**config.mk**
```make
export PLATFORM = sky130hd
export DESIGN_NAME = hdmi_axi_rd_master
export DESIGN_NICKNAME = d
export VERILOG_FILES = /design/src/rtl/hdmi_axi_rd_master.sv
export SDC_FILE = /design/constraint.sdc
export NUM_CORES = 1
export LEC_CHECK = 0
export BUFFER_PORTS_ARGS = -buffer_cell sky130_fd_sc_hd__clkbuf_2
export CAP_MARGIN = 20
export CORE_UTILIZATION = 58
export CTS_CLUSTER_DIAMETER = 150
export DETAILED_ROUTE_END_ITERATION = 10
export HOLD_SLACK_MARGIN = 0.05
export PLACE_DENSITY = 0.88
export REMOVE_ABC_BUFFERS = 1
export SLEW_MARGIN = 20
export SYNTH_ARGS = -nofsm -noshare
export SYNTH_HDL_FRONTEND = slang
export SYNTH_SLANG_ARGS = --single-unit
```
**constraint.sdc**
```tcl
create_clock -name clk_vga -period 13.9 [get_ports clk_vga]
set_input_delay 2.085 -clock clk_vga [delete_from_list [all_inputs] [get_ports clk_vga]]
set_output_delay 2.085 -clock clk_vga [all_outputs]
set_load 0.005 [all_outputs]
```
**src/rtl/hdmi_axi_rd_master.sv**
```systemverilog
// ---------------------------------------------------------------------------
// hdmi_axi_rd_master
//
// Turns a line-fetch request from the address generator into a sequence of
// AXI4 INCR read bursts. Returned pixel beats are streamed into the HDMI line
// FIFO. Only one burst is outstanding at a time, and everything runs in the
// pixel clock domain.
//
// Ports:
//   clk_vga, rst_n            pixel clock, async active-low reset
//   kick, read_addr, read_num fetch request (sampled in IDLE only)
//   busy                      fetch in progress (registered)
//   m_axi_ar*                 AXI4 read address channel (master side)
//   m_axi_r*                  AXI4 read data channel (master side)
//   fifo_wr, fifo_wdata,      line FIFO write port; fifo_full must respond
//   fifo_full                 with zero-cycle latency
//   rd_err, rd_err_cnt        sticky error flag and saturating error count
//
// Optional feature macro: HDMI_AXI_RD_ERRCHK_EN
//   defined   : beats with rresp != OKAY, or with rlast disagreeing with the
//               internal beat counter, set rd_err and bump rd_err_cnt
//   undefined : rd_err / rd_err_cnt tied to 0, rresp / rlast unused
//
// State table:
//   state  | meaning
//   IDLE   | waiting for kick
//   ADDR   | AR request on the bus, waiting for arready
//   DATA   | receiving beats of the current burst
//   DONE   | one-cycle tail before returning to IDLE
// ---------------------------------------------------------------------------
module hdmi_axi_rd_master #(
    parameter int DATA_WIDTH = 32,
    parameter int BURST_LEN  = 16,
    parameter int NUM_WIDTH  = 16
) (
    input  logic                  clk_vga,
    input  logic                  rst_n,

    input  logic                  kick,
    input  logic [31:0]           read_addr,
    input  logic [NUM_WIDTH-1:0]  read_num,
    output logic                  busy,

    output logic [31:0]           m_axi_araddr,
    output logic [7:0]            m_axi_arlen,
    output logic [2:0]            m_axi_arsize,
    output logic [1:0]            m_axi_arburst,
    output logic                  m_axi_arvalid,
    input  logic                  m_axi_arready,

    input  logic [DATA_WIDTH-1:0] m_axi_rdata,
    input  logic [1:0]            m_axi_rresp,
    input  logic                  m_axi_rlast,
    input  logic                  m_axi_rvalid,
    output logic                  m_axi_rready,

    output logic                  fifo_wr,
    output logic [DATA_WIDTH-1:0] fifo_wdata,
    input  logic                  fifo_full,

    output logic                  rd_err,
    output logic [7:0]            rd_err_cnt
);

    localparam int          BYTES     = DATA_WIDTH / 8;
    localparam int          SZ        = $clog2(BYTES);
    localparam logic [8:0]  BL        = 9'(BURST_LEN);
    localparam logic [31:0] ADDR_MASK = ~32'(BYTES - 1);

    typedef enum logic [1:0] {
        S_IDLE = 2'd0,
        S_ADDR = 2'd1,
        S_DATA = 2'd2,
        S_DONE = 2'd3
    } state_t;

    state_t                 state;
    state_t                 state_nxt;

    logic [31:0]            cur_addr;
    logic [NUM_WIDTH-1:0]   remain;
    logic [8:0]             beat_cnt;

    logic [12:0]            bnd_bytes;
    logic [12:0]            bnd_beats;
    logic [8:0]             cap;
    logic [8:0]             len;
    logic                   beat;
    logic                   last_cnt;
    logic                   burst_end;

    // Burst length: the smallest of the remaining beats, the burst limit and
    // the beats left before the next 4 KiB page. cur_addr and remain only move
    // at burst end, so len stays constant across ADDR and DATA of one burst.
    assign bnd_bytes = 13'h1000 - {1'b0, cur_addr[11:0]};
    assign bnd_beats = bnd_bytes >> SZ;
    assign cap       = (bnd_beats < 13'(BL)) ? bnd_beats[8:0] : BL;
    assign len       = (32'(remain) < 32'(cap)) ? 9'(remain) : cap;

    assign beat      = (state == S_DATA) && m_axi_rvalid && !fifo_full;
    assign last_cnt  = (beat_cnt == (len - 9'd1));
    assign burst_end = beat && last_cnt;

    assign m_axi_araddr  = cur_addr;
    assign m_axi_arsize  = 3'(SZ);
    assign m_axi_arburst = 2'b01;
    assign fifo_wdata    = m_axi_rdata;

    always_ff @(posedge clk_vga or negedge rst_n) begin
        if (!rst_n) begin
            state <= S_IDLE;
        end else begin
            state <= state_nxt;
        end
    end

    always_comb begin
        state_nxt     = state;
        m_axi_arvalid = 1'b0;
        m_axi_arlen   = 8'd0;
        m_axi_rready  = 1'b0;
        fifo_wr       = 1'b0;
        case (state)
            S_IDLE: begin
                if (kick) begin
                    state_nxt = (read_num == '0) ? S_DONE : S_ADDR;
                end
            end
            S_ADDR: begin
                m_axi_arvalid = 1'b1;
                m_axi_arlen   = 8'(len - 9'd1);
                if (m_axi_arready) begin
                    state_nxt = S_DATA;
                end
            end
            S_DATA: begin
                m_axi_rready = !fifo_full;
                fifo_wr      = beat;
                if (burst_end) begin
                    state_nxt = (remain == NUM_WIDTH'(len)) ? S_DONE : S_ADDR;
                end
            end
            S_DONE: begin
                state_nxt = S_IDLE;
            end
            default: begin
                state_nxt = S_IDLE;
            end
        endcase
    end

    always_ff @(posedge clk_vga or negedge rst_n) begin
        if (!rst_n) begin
            cur_addr <= 32'd0;
            remain   <= '0;
            beat_cnt <= 9'd0;
            busy     <= 1'b0;
        end else begin
            busy <= (state_nxt != S_IDLE);
            case (state)
                S_IDLE: begin
                    if (kick) begin
                        cur_addr <= read_addr & ADDR_MASK;
                        remain   <= read_num;
                        beat_cnt <= 9'd0;
                    end
                end
                S_DATA: begin
                    if (beat) begin
                        if (last_cnt) begin
                            beat_cnt <= 9'd0;
                            remain   <= remain - NUM_WIDTH'(len);
                            cur_addr <= cur_addr + (32'(len) << SZ);
                        end else begin
                            beat_cnt <= beat_cnt + 9'd1;
                        end
                    end
                end
                default: begin
                end
            endcase
        end
    end

`ifdef HDMI_AXI_RD_ERRCHK_EN
    logic beat_bad;

    // rlast is only cross-checked against the counter; the counter alone
    // decides where the burst ends.
    assign beat_bad = (m_axi_rresp != 2'b00) || (m_axi_rlast != last_cnt);

    always_ff @(posedge clk_vga or negedge rst_n) begin
        if (!rst_n) begin
            rd_err     <= 1'b0;
            rd_err_cnt <= 8'd0;
        end else if (beat && beat_bad) begin
            rd_err <= 1'b1;
            if (rd_err_cnt != 8'hFF) begin
                rd_err_cnt <= rd_err_cnt + 8'd1;
            end
        end
    end
`else
    logic unused_err_inputs;

    assign unused_err_inputs = ^{m_axi_rresp, m_axi_rlast};
    assign rd_err            = 1'b0;
    assign rd_err_cnt        = 8'd0;
`endif

endmodule

```
# After elaboration in Yosys (flattened, before gate mapping)
# Index checks and enable logic that the tools add are counted.
# word_totals
regBits,60
wordCells,54
# op_classes
addsub,5
n_lt_le_gt_ge,2
eq_ne,8
muxes,24
reduce_logical,10
# op_table
operator,n
2-to-1 mux 32 bit,3
case mux 32 bit (2 select lines),1
2-to-1 mux 16 bit,3
2-to-1 mux 9 bit,5
adder 32 x 11 -> 32 bit,1
case mux 16 bit (2 select lines),1
case mux 9 bit (2 select lines),1
== test 16 x 9 -> 1 bit,1
logical NOT 16 bit,1
less-than comparator 16 x 9 -> 1 bit,1
subtractor 16 x 9 -> 16 bit,1
"subtractor 13 x 12 -> 13 bit, first input constant",1
"less-than comparator 11 x 5 -> 1 bit, second input constant",1
2-to-1 mux 2 bit,5
"adder 9 x 1 -> 9 bit, second input constant",1
== test 9 bit,1
"subtractor 9 x 1 -> 9 bit, second input constant",1
2-to-1 mux 8 bit,1
case mux 2 bit (4 select lines),1
"!= test 2 bit, second input constant",3
"== test 2 bit, second input constant",2
AND reduction 4 bit,1
nonzero test 2 bit,2
logical AND 1 bit,3
5 further kinds,7

# Longest topological paths before layout
# logic_depth
depth_word,11
mapped_depth,28

# Worst setup path before layout
# OpenSTA, ideal clock, no wires.
# synth_timing
path_type,reg2out
start,"register cur_addr[2], in the netlist m_axi_araddr[2]"
end,output port m_axi_arlen[4]
arrival_ps,4797
required_time_ps,11815
setup_slack_ps,7018
stages_incl_launch_ff,23
path_buffers,5
cell_sequence,dfrtp_1 buf_2 inv_1 ha_1 nor3b_4 mux2i_1 nor2_1 nand2_1 ha_1 or3_1 o311a_1 nor2_4 buf_6 clkbuf_1 o21a_1 ha_1 clkbuf_1 nand4_1 or3_1 clkbuf_1 nand3_1 nor2_1 a211oi_1
# synth_between
elab_chain_cells,7
# synth_rtl
element,line_no,text
start: declaration,80,logic [31:0] cur_addr;
start signal: assignment,163,cur_addr <= read_addr & ADDR_MASK;
start signal: assignment,173,cur_addr <= cur_addr + (32'(len) << SZ);
subtractor 13 x 12 -> 13 bit (*),95,"assign bnd_bytes = 13'h1000 - {1'b0, cur_addr[11:0]};"
less-than comparator 11 x 5 -> 1 bit,97,assign cap = (bnd_beats < 13'(BL)) ? bnd_beats[8:0] : BL;
2-to-1 mux 9 bit (*),97,
less-than comparator 16 x 9 -> 1 bit,98,assign len = (32'(remain) < 32'(cap)) ? 9'(remain) : cap;
2-to-1 mux 9 bit (*),98,
subtractor 9 x 1 -> 9 bit (*),131,m_axi_arlen = 8'(len - 9'd1);
2-to-1 mux 8 bit (*),123,case (state)
end: declaration,45,"output logic [7:0] m_axi_arlen,"
# Mark *: on every way between the ends. The rest lies on a longest branch, timed or not.

# Worst setup path in the final report
# Ends and elaborated chain as after synthesis.

==> results.sh <==
export IMPL_synth_top_area_cell="dfrtp_1"
export IMPL_crit_required_ns=11.81
export IMPL_fillCellCount=922
export IMPL_timing_setup_tns_ns=0
export IMPL_fin_area_um2=6720
export IMPL_synth_seq_area_share_pct=22.92
export IMPL_routedWlPerCell_um=19.40
export IMPL_htreeDepth=3
export IMPL_final_nets=955
export IMPL_synth_area_um2=6332
export IMPL_place_inst=960
export IMPL_drc=0
export IMPL_grt_max_degree=77
export IMPL_overflow=0
export IMPL_top_layer="met4"
export IMPL_cts_hold_buf=0
export IMPL_routedLengthMet1_mm=7.944
export IMPL_antenna_found_initial=0
export IMPL_drt_wl_total_mm=18.93
export IMPL_setup_viol=0
export IMPL_die_x_um=106.5
export IMPL_vias=6525
export IMPL_cts_tree="built"
export IMPL_cp_max_fo=24
export IMPL_port_buffers=93
export IMPL_rsz0062_at_grt="no"
export IMPL_viasPerCell=6.685
export IMPL_ys_top_cells_by_area="dfrtp_1 23%, buf_4 5.8%, ha_1 5.7%"
export IMPL_placed_area_um2=6487
export IMPL_place_gp_congestion=0.9090
export IMPL_worst_setup_path_end_kind="output pin"
export IMPL_path_clk_slew_ns=0.07
export IMPL_cts_setup_buffers=0
export IMPL_clock_sinks=58
export IMPL_ys_seq_elements=58
export IMPL_met2_length_mm=8.392
export IMPL_grt_pass1_vias=6222
export IMPL_stdcell_count=976
export IMPL_cts_resized=0
export IMPL_wl_met3_mm=2.010
export IMPL_grt_total_usage_pct=34.56
export IMPL_clockBufferDepth=2
export IMPL_yosysMostFrequentCell="nor2_1"
export IMPL_ir_worst_vdd_uv=107.5
export IMPL_p_per_area_nw_per_um2=160.6
export IMPL_synth_async_reset_ratio_pct=100.0
export IMPL_drt_initial_drc_count=596
export IMPL_grt_pass1_wl_mm=30.94
export IMPL_diodes=0
export IMPL_worstHoldPathType="reg2reg"
export IMPL_ant_nets=0
export IMPL_cp_start_kind="flip-flop"
export IMPL_syn_instance_count=810
export IMPL_die_y_um=106.5
export IMPL_yosysUniqueCellTypes=89
export IMPL_hpwl_mm=13.35
export IMPL_path_class="reg2out"
export IMPL_synth_edf_count=0
export IMPL_finClkSkew_ns=0.01220
export IMPL_max_slew_margin_pct=25.50
export IMPL_max_freq_ghz=0.1258
export IMPL_cts_root_buf="clkbuf_8"
export IMPL_tightest_slew_ns=1.117
export IMPL_worstPathArrival_ns=5.86
export IMPL_max_cap_viol_count=0
export IMPL_fin_crit_ns=7.947
export IMPL_yosys_top_cells_count="73 x nor2_1, 58 x dfrtp_1, 57 x a21oi_1"
export IMPL_status="completed"
export IMPL_synthFlopType="dfrtp_1"
export IMPL_io_pins=179
export IMPL_syn_avg_cell_area_um2=7.818
export IMPL_num_rows=37
export IMPL_drive_gt1_share_pct=17.62
export IMPL_synth_top_area_share_pct=22.92
export IMPL_period_share_pct=57.17
export IMPL_fp_dieArea_um2=11340
export IMPL_cts_inserted_buffers=9
export IMPL_drt_first_pass_iters=6
export IMPL_synth_yosys_warnings=0
export IMPL_coreArea_um2=10460
export IMPL_area_growth_pct=6.125
export IMPL_clk_latency_ns=0.35
export IMPL_hold_viol_final=0
export IMPL_drv_slew=0
export IMPL_start_util_pct=60.52
export IMPL_cellLeakagePower_nw=2.836
cells in the final DEF (no fill, tap or decap), drive strengths merged, types with 5 or more instances in the layout:
| master | instances |
|---|---|
| a211o | 6 |
| a211oi | 11 |
| a21boi | 8 |
| a21o | 6 |
| a21oi | 58 |
| a311oi | 8 |
| a31oi | 20 |
| and2 | 5 |
| and3 | 14 |
| buf | 8 |
| clkbuf | 103 |
| conb | 20 |
| dfrtp | 58 |
| ha | 29 |
| inv | 24 |
| mux2i | 9 |
| nand2 | 55 |
| nand2b | 9 |
| nand3 | 29 |
| nand4 | 7 |
| nor2 | 75 |
| nor2b | 11 |
| nor3 | 31 |
| nor3b | 6 |
| nor4 | 16 |
| o211ai | 6 |
| o21a | 12 |
| o21ai | 45 |
| o311ai | 5 |
| o31a | 19 |
| o31ai | 19 |
| or3 | 11 |
| or4 | 6 |
| xnor2 | 11 |
| xor2 | 13 |
state kept, by name, indices dropped and copies added, names as in the netlist:
signal	count
busy	1
state	2
m_axi_araddr	30
beat_cnt	9
remain	16
where the power goes:
group	total [W]	internal [W]	switching [W]	leakage [nW]
logic	0.000563	0.000237	0.000326	2.06
clock network	0.000192	0.000118	0.0000739	0.120
registers	0.000324	0.000220	0.000104	0.654
total	0.00108	0.000575	0.000504	2.84
path summary, 6_finish.rpt:
kind	end	startpoint	cells after the start	slack, ns
min	remain[12]$_DFFE_PN0P_	remain[12]$_DFFE_PN0P_	2	0.55
max in group asynchronous	m_axi_araddr[2]$_DFFE_PN0P_	rst_n	2	11.49
min reg2reg	remain[12]$_DFFE_PN0P_	remain[12]$_DFFE_PN0P_	2	0.55
max	m_axi_arlen[4]	m_axi_araddr[2]$_DFFE_PN0P_	20	5.95
max reg2reg	remain[0]$_DFFE_PN0P_	m_axi_araddr[2]$_DFFE_PN0P_	23	6.67
min in group asynchronous	beat_cnt[6]$_DFFE_PN0P_	rst_n	2	1.89
layout make-up:
cell class / count / area, um^2 / area share, %
inverters: 25 / 93.84 / 1.396
multi-input cells: 640 / 4247 / 63.19
clock inverters: 6 / 105.1 / 1.564
repair buffers: 101 / 525.5 / 7.820
clock buffers: 10 / 127.6 / 1.899
flip-flops and latches: 58 / 1451 / 21.60
well taps: 136 / 170.2 / 2.532
per-layer routing:
metal | GRT usage, % | vias to the layer above
met5 | 2.857 | -
met4 | 15.75 | 0
met3 | 10.18 | 60
met2 | 52.23 | 400
met1 | 45.18 | 3061
li1 | - | 3004
critical path, cell delays in order, from the launching register on:
cell and delay (ns):
dfrtp_1 0.50, inv_1 0.15, ha_1 0.25, nor3b_4 0.33
mux2i_1 0.22, nor3b_1 0.62, inv_1 0.10, ha_1 0.31
a21oi_1 0.12, or3b_2 0.15, nand4_2 0.19, nor2_4 0.47
o21ai_0 0.29, inv_1 0.11, ha_1 0.44, nand4_1 0.16
or3_1 0.46, nand3_1 0.20, nor2_1 0.07, a211oi_1 0.22
clkbuf_2 0.15
cell families after synthesis:
| logic type | Yosys count | synth area share, % |
|---|---|---|
| and+or+nand+nor | 289 | 24.22 |
| AOI/OAI and AO/OA | 263 | 29.50 |
| buffers and inverters | 130 | 11.24 |
| DFF | 58 | 22.92 |
| adders and majority gates | 31 | 6.362 |
| xor gates and xnor gates | 25 | 3.675 |
| muxes | 12 | 1.956 |
| other | 2 | 0.1186 |
metrics by stage:
step	util, %	hold slack (ns)	power [W]	setup WS [ns]
final	64.23	0.5480	0.001079	5.953
after global routing	64.23	0.5966	0.001163	5.411
after CTS	64.23	0.5433	0.001067	6.051
after detailed placement	62.01	0.5223	0.0008730	6.440
after global placement	62.01	0.5201	0.0008573	6.519
after floorplan	-	0.4853	0.0006902	7.393
No activity file was read; power rests on OpenSTA's default activity.
